$ cat src/rtl/cache_refill_unit.sv
// cache_refill_unit
//   Services one cache miss: optionally writes the dirty victim block back
//   to memory word by word, then fills the missing block from memory into
//   the data array, then pulses blk_end for one cycle.
//
// Ports
//   clk, reset      clock; asynchronous active-high reset
//   start           miss request (sampled in IDLE only)
//   dirty_in        victim is dirty (sampled with start)
//   blk_addr        word address of the missing block (latched on start)
//   victim_addr     word address of the victim block (latched on start)
//   victim_data     data-array read data at arr_idx
//   mem_req/mem_we  memory request valid / write (1) or read (0)
//   mem_addr        memory word address
//   mem_wdata       memory write data
//   mem_ack         memory completes the current request this cycle
//   mem_rdata       memory read data, valid with mem_ack during fill
//   arr_idx         data-array word index (read in write-back, write in fill)
//   arr_we          data-array write enable
//   arr_wdata       data-array write data
//   busy            any state other than IDLE
//   blk_end         one-cycle pulse when the fill is complete
module cache_refill_unit #(
    parameter int DATA_W = 32,
    parameter int ADDR_W = 16,
    parameter int IDX_W  = 2
) (
    input  logic              clk,
    input  logic              reset,
    input  logic              start,
    input  logic              dirty_in,
    input  logic [ADDR_W-1:0] blk_addr,
    input  logic [ADDR_W-1:0] victim_addr,
    input  logic [DATA_W-1:0] victim_data,
    output logic              mem_req,
    output logic              mem_we,
    output logic [ADDR_W-1:0] mem_addr,
    output logic [DATA_W-1:0] mem_wdata,
    input  logic              mem_ack,
    input  logic [DATA_W-1:0] mem_rdata,
    output logic [IDX_W-1:0]  arr_idx,
    output logic              arr_we,
    output logic [DATA_W-1:0] arr_wdata,
    output logic              busy,
    output logic              blk_end
);

    localparam int TAG_W = ADDR_W - IDX_W;

    typedef enum logic [1:0] {
        IDLE = 2'd0,
        WB   = 2'd1,
        FILL = 2'd2,
        DONE = 2'd3
    } state_t;

    // Only the block-aligned part of each address is kept: the word offset
    // always comes from cnt, so the low bits of the inputs are don't-care.
    typedef struct packed {
        logic [TAG_W-1:0] blk_tag;
        logic [TAG_W-1:0] vic_tag;
    } miss_t;

    state_t           state_q, state_d;
    logic [IDX_W-1:0] cnt_q, cnt_d;
    miss_t            miss_q;
    logic             last_word;

    // Word-offset bits of the request addresses are intentionally dropped.
    logic unused_offset_bits;
    assign unused_offset_bits = ^{blk_addr[IDX_W-1:0], victim_addr[IDX_W-1:0]};

    assign last_word = (cnt_q == {IDX_W{1'b1}});

    // The dirty flag is consumed by the IDLE transition itself: whether a
    // write-back happens is captured in the choice of WB vs FILL.
    always_ff @(posedge clk or posedge reset) begin
        if (reset) begin
            state_q <= IDLE;
            cnt_q   <= '0;
            miss_q  <= '0;
        end else begin
            state_q <= state_d;
            cnt_q   <= cnt_d;
            if (state_q == IDLE && start) begin
                miss_q.blk_tag <= blk_addr[ADDR_W-1:IDX_W];
                miss_q.vic_tag <= victim_addr[ADDR_W-1:IDX_W];
            end
        end
    end

    // Next state and outputs. All data outputs are forced to zero outside
    // WB/FILL so that reset (which forces IDLE) zeroes every output.
    always_comb begin
        state_d   = state_q;
        cnt_d     = cnt_q;
        mem_req   = 1'b0;
        mem_we    = 1'b0;
        mem_addr  = '0;
        mem_wdata = '0;
        arr_idx   = '0;
        arr_we    = 1'b0;
        arr_wdata = '0;
        busy      = 1'b1;
        blk_end   = 1'b0;
        case (state_q)
            IDLE: begin
                busy = 1'b0;
                if (start) begin
                    cnt_d   = '0;
                    state_d = dirty_in ? WB : FILL;
                end
            end
            WB: begin
                mem_req   = 1'b1;
                mem_we    = 1'b1;
                // Concatenation keeps the burst inside the victim block.
                mem_addr  = {miss_q.vic_tag, cnt_q};
                mem_wdata = victim_data;
                arr_idx   = cnt_q;
                if (mem_ack) begin
                    cnt_d = cnt_q + 1'b1;   // wraps to 0 for the fill
                    if (last_word)
                        state_d = FILL;
                end
            end
            FILL: begin
                mem_req   = 1'b1;
                mem_addr  = {miss_q.blk_tag, cnt_q};
                arr_idx   = cnt_q;
                arr_we    = mem_ack;
                arr_wdata = mem_rdata;
                if (mem_ack) begin
                    cnt_d = cnt_q + 1'b1;
                    if (last_word)
                        state_d = DONE;
                end
            end
            DONE: begin
                blk_end = 1'b1;
                state_d = IDLE;
            end
            default: state_d = IDLE;
        endcase
    end

endmodule
$ cat config.mk
export PLATFORM = sky130hd
export DESIGN_NAME = cache_refill_unit
export DESIGN_NICKNAME = d
export VERILOG_FILES = /design/src/rtl/cache_refill_unit.sv
export SDC_FILE = /design/constraint.sdc
export NUM_CORES = 1
export LEC_CHECK = 0
export ABC_AREA = 0
export ABC_CLOCK_PERIOD_IN_PS = 1400
export CAP_MARGIN = 20
export CORE_MARGIN = 10
export CORE_UTILIZATION = 29
export CTS_BUF_LIST = sky130_fd_sc_hd__clkbuf_4 sky130_fd_sc_hd__clkbuf_8 sky130_fd_sc_hd__clkbuf_16
export DETAILED_ROUTE_END_ITERATION = 6
export GPL_TIMING_DRIVEN = 1
export PLACE_DENSITY = 0.91
export SETUP_SLACK_MARGIN = 0.3
export SKIP_CTS_REPAIR_TIMING = 1
export SLEW_MARGIN = 30
export SYNTH_ARGS = -nofsm -noshare
export SYNTH_HDL_FRONTEND = slang
export SYNTH_SLANG_ARGS = --single-unit
$ cat constraint.sdc
create_clock -name clk -period 1.4 [get_ports clk]
set_input_delay 0.28 -clock clk [delete_from_list [all_inputs] [get_ports clk]]
set_output_delay 0.28 -clock clk [all_outputs]
set_load 0.005 [all_outputs]
Word-level counts from Yosys, hierarchy flattened
Index checks and enable logic that the tools add are counted.
Storage, ports and cells
  bits in writable memories: 0
  input port bits: 101
  word-level logic and storage cells: 40
  register bits: 32
  output and inout bits: 87
  bits in read-only memories: 0
  memories kept: 0
  latch bits: 0
Cells by class
  shift operators: 0
  $add $sub $neg: 1
  order comparisons: 0
  multiplexer cells: 19
  $mul: 0
  equality and inequality tests: 10
  reduce and logical (&&, ||, !) cells: 6
  bitwise operators: 0
  div/mod/pow operators: 0
Operators with widths (count)
  $mux W32: 2
  $pmux W16 S2: 1
  $mux W2: 9
  $ne A2 B2 Y1 const B: 5
  $pmux W2 S4: 1
  $eq A2 B2 Y1 const B: 3
  $mux W1: 5
  $reduce_and A5 Y1: 1
  $pmux W2 S2: 1
  $reduce_and A3 Y1: 1
  $add A2 B1 Y2 const B: 1
  $eq A2 B1 Y1 const B: 1
  $logic_not A2 Y1: 1
  $ne A2 B1 Y1 const B: 1
  $reduce_bool A2 Y1: 1
  $reduce_or A2 Y1: 1
  $logic_and A1 B1 Y1: 1

Longest topological paths before layout
  word-level depth: 4
  gate-level depth with buffers: 6
  gate-level depth less buffers: 5

Least setup slack after synthesis
No wires, ideal clock.
  path type: flip-flop to output port
  start point: reg state_q[1]
  end point: out arr_idx[1]
  setup slack: -0.243 ns
  buffers on the path: 1
  data required time: 1.120 ns
  cell stages (with the launch flop): 6
  arrival time: 1.363 ns
  path through: dfrtp_1 inv_1 ha_1 clkinv_1 buf_2 nor2_1
On the way
  word-level cells in the longest chain between the ends: 3
  elaborated cells between the ends (all ways): 4
  those cells by class: eq/ne (2); mux (1); reduce/logical (1)
RTL lines
  start: declaration: line 64  | state_t state_q, state_d;
  start signal: assignment: line 83  | state_q <= state_d;
  $eq A2 B2 Y1 / $eq A2 B1 Y1 (equally long branches): line 106  | case (state_q)
  $reduce_or A2 Y1 (no line) (*)
  $mux W2 (*): line 106
  end: declaration: line 41  | output logic [IDX_W-1:0] arr_idx,
Mark *: on every way between the ends. The rest lies on a longest branch, timed or not.

Worst setup path in the final report
  start point: reg state_q[0]
  end point: out mem_wdata[17]
On the way
  word-level cells in the longest chain between the ends: 2
RTL lines
  $eq A2 B1 Y1: line 106
  $mux W32: line 106
  end: declaration: line 38  | output logic [DATA_W-1:0] mem_wdata,
Every way passes these cells.

==> impl_metrics.csv <==
group,metric,value,unit
outcome,status,"complete, but fails checks",
outcome,violations,"negative setup slack",
sta,skew,0.00388,ns
sta,post-route-period-util,139,%
worst_hold_path,hold_class,"in2async",
cells_and_area,nFillCells,491,
floorplanning,ios,188,
detailed_routing,ant_nets,0,
critical_path,crit_start,"state_q[0]",
grt,busiest_layer,"met2",
clock_network,cts_tree,"done",
detailed_routing,dr.pass1.iters,4,
floorplanning,die_w,105,µm
clock_network,htree_levels,2,
synth,synthMuxAreaShare,20.5,%
critical_path,worstSetupEndpointType,"output port",
synth,synthesis.nets,311,
critical_path,cp_data_arrival_time,1.67,ns
synth,yosys.area_share.simple,25.3,%
critical_path,start_kind,"flip-flop",
floorplanning,dieArea,0.0111,mm²
sta,worstMarginPinSlew,0.967,ns
placed_design,pre_cts_slack,-0.608,ns
critical_path,worstSetupPathType,"reg2out",
synth,synth_area_per_cell,10.4,µm²
critical_path,cp.required,1.12,ns
cells_and_area,mostFrequentLayoutCells,"clkdlybuf4s50_1, buf_6, and2_4, dfrtp_1, mux2_4",
sta,fin_ws,-0.548,ns
floorplanning,rows,31,
placed_design,post_dp_cell_area,0.00426,mm²
critical_path,r2r_start,"state_q[1]",
synth,synth-seq-cells,32,
grt,antenna_found_initial,0,
synth,synth_top_family_by_area,"simple AND/OR/NAND/NOR gates",
grt,grt_pass1_vias,2450,
synth,syn_area,0.00211,mm²
synth,synthXorXnorAreaFrac,0,%
clock_network,cts_buffer_depth,2,
placed_design,finalWeightedCongestion,0.809,
synth,synth_cell_types,26,
grt,gr-usage-met3,5.91,%
sta,final-hold-violation-count,0,
grt,overflow,0,
cells_and_area,drive_gt1_share,61.7,%
cells_and_area,n_antenna_cell,0,
floorplanning,core,0.00718,mm²
clock_network,clk_latency,0.27,ns
detailed_routing,first_iter_violations,82,
placed_design,dp_hpwl,7600,µm
detailed_routing,vias_per_cell,4.62,
power_and_ir_drop,p_leak,2.40,nW
sta,final.min_clock_period,1.95,ns
grt,met2_usage,29.0,%
grt,grt_max_degree,37,
grt,grtUsageMet1,15.9,%
floorplanning,fp.dieH,105,µm
clock_network,ctsRootBufferMaster,"clkbuf_8",
floorplanning,start_util,29.4,%
detailed_routing,vias,2460,
cells_and_area,fin_nets,541,
sta,maxSlewHeadroom,35.4,%
detailed_routing,remaining_drc_errors,0,
sta,fmax,513,MHz
clock_network,clock_sinks,32,
synth,seq_area_frac_synth,38.0,%
cells_and_area,final_common_cell,"clkdlybuf4s50_1",
grt,globalRouteTotalUtil,15.3,%
synth,yosysWarnings,0,
synth,synthAdderAreaFrac,4.15,%
cells_and_area,final_area,0.00513,mm²
power_and_ir_drop,power.density,2110,mW/mm²
synth,synth-compound-area-share,7.77,%
critical_path,worstRegToRegCells,7,
critical_path,critPathMaxFanout,6,
sta,final_max_slew_viol_count,0,
clock_network,numCtsBuffers,5,
clock_network,cts.clk_slew.worst_paths,0.07,ns
synth,syn_inst,203,
sta,rsz0062_at_grt,"yes",
detailed_routing,wire_per_inst,20.0,µm
cells_and_area,syn_to_final_growth,143,%
detailed_routing,routed_wl,10600,µm
sta,final-setup-viol-count,119,
power_and_ir_drop,vdd_drop_max,1.06,mV
grt,grt_pass1_wl,13800,µm
job,max_cap_violations,0,
placed_design,port_buffers,183,
[state kept, by name (all words and copies together) (netlist names)]
register,flops
miss_q,28
state_q,2
cnt_q,2
[final cells by class]
class                   count  area (µm²)  share of cell area, %
repair buffers            233        2410                   46.9
inverters                   6        37.5                  0.731
flip-flops and latches     32         802                   15.6
clock buffers               7        96.3                   1.88
multi-input cells         155        1670                   32.5
well taps                  99         124                   2.41
[worst paths after layout]
path,to,slack [ns]
max,mem_wdata[17],-0.55
min reg2reg,miss_q[19],0.52
max reg2reg,state_q[1],-0.34
min,miss_q[4],0.34
max in group asynchronous,state_q[1],0.88
min in group clk,miss_q[19],0.52
[synth_stat cells]
cell,number,area (µm²)
mux2i_1,3,30.0
clkbuf_2,1,5.00
and2_1,66,413
a221o_1,1,10.0
nor2_1,16,60.1
clkbuf_1,6,22.5
a22oi_1,14,105
nor3_1,1,5.00
buf_6,2,22.5
ha_1,7,87.6
a21oi_1,1,5.00
nand2b_1,1,6.26
mux2_2,9,101
buf_2,4,20.0
o221ai_2,1,15.0
a31oi_1,1,6.26
nand2_4,1,11.3
nand3_1,2,10.0
dfrtp_1,32,801
mux2_4,20,300
inv_1,5,18.8
and3b_1,1,8.76
o21ai_0,3,15.0
o21bai_1,1,7.51
clkinv_1,1,3.75
nor2b_1,3,18.8
[cell families after synthesis]
family,count (synthesis)
muxes,32
DFF,32
adders and majority gates,7
and+or+nand+nor,91
AOI/OAI and AO/OA,22
buffers and inverters,19
[through the flow]
stage                     utilization, %  total power [mW]  TNS (ns)  cells  hold WS (ns)
final                               71.6              10.8    -39.91    532         0.337
after global routing                71.6              11.4    -43.98    532         0.363
after CTS                           60.7              8.29    -70.02    500         0.344
after detailed placement            59.3              7.47    -47.76    493         0.496
after global placement              59.3              7.28    -43.47    493         0.495
after floorplan                        -              4.56     -1.13    203         0.396
[critical path, stage by stage, from the launching register on]
cell and delay (ns):
dfrtp_1 0.44, buf_6 0.14, ha_4 0.19, buf_6 0.13, clkbuf_16 0.14, buf_6 0.11
and2_4 0.13, buf_6 0.11
[metal layers]
layer / wire [µm] / vias up
met1: 4170 / 1190
met3: 812 / 9
met5: 0 / -
li1: - / 1139
met4: 97 / 0
met2: 5560 / 122
[report_power, final]
group          total, mW  switching (mW)  internal [mW]  leakage (nW)
registers           1.80           0.392           1.41         0.379
clock network      0.763           0.325          0.438        0.0503
logic               8.25            3.12           5.13          1.97
No activity file was read; power rests on OpenSTA's default activity.
==> variant, RTL diff (config.mk and constraints unchanged) <==
`ADDR_W`: 16 -> 15.
--- a/src/rtl/cache_refill_unit.sv
+++ b/src/rtl/cache_refill_unit.sv
@@ -23,5 +23,5 @@
 module cache_refill_unit #(
     parameter int DATA_W = 32,
-    parameter int ADDR_W = 16,
+    parameter int ADDR_W = 15,
     parameter int IDX_W  = 2
 ) (
Ports: changed (resized blk_addr, mem_addr and victim_addr); port bits go from 188 to 185. The function was not compared with the original's and may differ.
==> variant against the original RTL <==
- the flow still finishes with violations (setup timing)
- via count down 4.4%
- area after synthesis shrank 4.0%
- clock power decreased by 11%
- routed wire length shrank 3.1%
- core utilization shrank 1.4 points
- sequential cell count shrank 2
- die area fell by 3.2%
- setup slack improved by 8.2 ps
- design area shrank 7.1%
- total power down 8.6%
- critical path type unchanged
==> variant: results (changes against the original RTL) <==
- The post-synth net total is 303 (-2.6%).
- The static leakage came to 2.27 nW (-5.4%).
- The detailed-routed wire length on met2 came to 5.33 mm (-4.2%).
- The largest driver fanout on the critical path is 8 (+2).
- The largest individual stage delay along the critical path comes from the cell sky130_fd_sc_hd__dfrtp_1.
- The timing endpoint of the critical path is mem_wdata[25].
- The worst-case headroom to the max-slew limit is 81.1% (+46 points).
- For the worst-skew pair, the clock arrives at the later sink with an insertion delay of 280 ps.
- The via count of the routed design is 2351 (-4.4%).
- The number of unique standard cell types used by synthesis is 24 (-7.7%).
- The net count of the finished layout came to 525 (-3.0%).
- The total of warnings raised by yosys came to 0 (unchanged).
- The largest stage delay on the critical path is 420 ps (-20 ps).
- In this run the top signal layer used is met4.
- The depth of the worst register-to-register path is 8 (+1).
- The setup slack at placement came to -519 ps (+88.9 ps).
- The detailed placement HPWL is 7.37 mm (-2.9%).
- The pin count of the biggest net entering global routing came to 36 (-2.7%).
- The met2 global-route usage is 27.7% (-1.3 points).
- The maximum VDD drop came to 1.06 mV (+0.44%).
- The sequential fraction of the synthesis area is 37.1% (-0.90 points).
- The number of buffers added by the clock tree synthesis step was 5 (unchanged).
- The maximum clock insertion buffer count was 2 (unchanged).
- The worst clock skew is 4.15 ps (+0.274 ps).
- The overall track demand over capacity in global routing is 15.4% (+0.067 points).
- By area the synthesized netlist is led by sky130_fd_sc_hd__dfrtp_1, sky130_fd_sc_hd__and2_1, sky130_fd_sc_hd__mux2_4.
- Ranked by instance count, the synthesized netlist is headed by sky130_fd_sc_hd__and2_1, sky130_fd_sc_hd__dfrtp_1, sky130_fd_sc_hd__mux2_4.
- The largest registers in the layout are miss_q x26, cnt_q x2, state_q x2.
- The final RePlAce weighted congestion is 0.772 (-4.6%).
- For this run, the leading register cell type out of synthesis is sky130_fd_sc_hd__dfrtp_1.
- The fraction of registers with async set or reset after synthesis is 100% (unchanged).
- The switching fraction of total power was 35.9% (+0.44 points).
- The number of global-route vias before repair was 2284 (-6.8%).
- The number of failing setup endpoints in the final timing report is 115 (-3.4%).
- The H-tree depth is 2 (unchanged).
- The flow ran to the end, but the final reports show violations.
- The cell count after placement was 479 (-2.8%).
- The initial antenna violation count is 0 (unchanged).
- The met3 wire length came to 742 um (-8.6%).
- The routed length per instance is 20.0 um (+0.26%).
- The least setup slack across all paths after layout is -540 ps (+8.20 ps).
- The endpoint of the most critical register-to-register path is state_q[1]$_DFFE_PP0P_.
- The number of instances in the synthesized netlist was 197 (-3.0%).
- The starting DRC count in detailed routing is 50 (-39%).
- The proportion of layout cells with a drive suffix above 1 was 57.9% (-3.8 points).
- Clock-pin slew was measured on the worst setup and hold paths at 60 ps.
- The number of diodes is 0 (unchanged).
- The met3 track demand over resource in global routing came to 6.57% (+0.66 points).
- The checks that failed: setup timing.
- The first-pass GRT wire length came to 13.3 mm (-3.8%).
- The met1 track utilization from global routing is 16.5% (+0.59 points).
- The total routed wirelength is 10.3 mm (-3.1%).
- The first-pass iteration count of the detailed router came to 4 (unchanged).
- The sum of routed wire segments on met1 is 4.19 mm (+0.48%).
- The count of input and output buffers is 180 (-1.6%).
-- variant: stage by stage --
stage | cell area, um2 | util [%] | hold slack, ps | setup TNS [ps]
after global routing | 4770 | 70.2 | 360 | -39830
after global placement | 4170 | 61.4 | 497 | -36630
after CTS | 4250 | 62.6 | 344 | -64480
final | 4770 | 70.2 | 335 | -34140
after detailed placement | 4170 | 61.4 | 498 | -40530
after floorplan | 2150 | - | 371 | -481
-- variant: worst reg2reg max path, stage by stage (launching register included) --
cell and delay, ps:
sky130_fd_sc_hd__dfrtp_1 420, sky130_fd_sc_hd__buf_6 140, sky130_fd_sc_hd__ha_4 180, sky130_fd_sc_hd__buf_12 140
sky130_fd_sc_hd__buf_6 120, sky130_fd_sc_hd__nor2_4 100, sky130_fd_sc_hd__buf_6 110, sky130_fd_sc_hd__o221ai_4 110
sky130_fd_sc_hd__mux2_4 310
-- variant: logic make-up (layout without fill, tap and decap cells) --
group,Yosys count,after routing,share of synthesized area [%]
fa+ha+maj,7,7,4.32
flops,30,30,37.1
mux,30,30,20.2
compound gates,20,20,7.54
simple gates,90,93,26.1
buf+inv,20,238,4.82
-- variant: power by group through the flow --
stage               registers [mW]  logic, mW  clock network (mW)
floorplan                     1.55       2.89                   0
global placement              1.61       5.54                   0
detailed placement            1.62       5.70                   0
CTS                           1.61       5.71               0.693
global route                  1.76       7.99               0.747
finish                        1.71       7.50               0.682
-- variant: final cells by class --
| class | instances | area (um2) |
|---|---|---|
| tap | 96 | 120 |
| timing repair buffer | 224 | 2230 |
| fill | 488 | 2020 |
| multi-input combinational | 150 | 1540 |
| clock buffer | 6 | 82.6 |
| inverter | 8 | 42.5 |
| sequential | 30 | 752 |
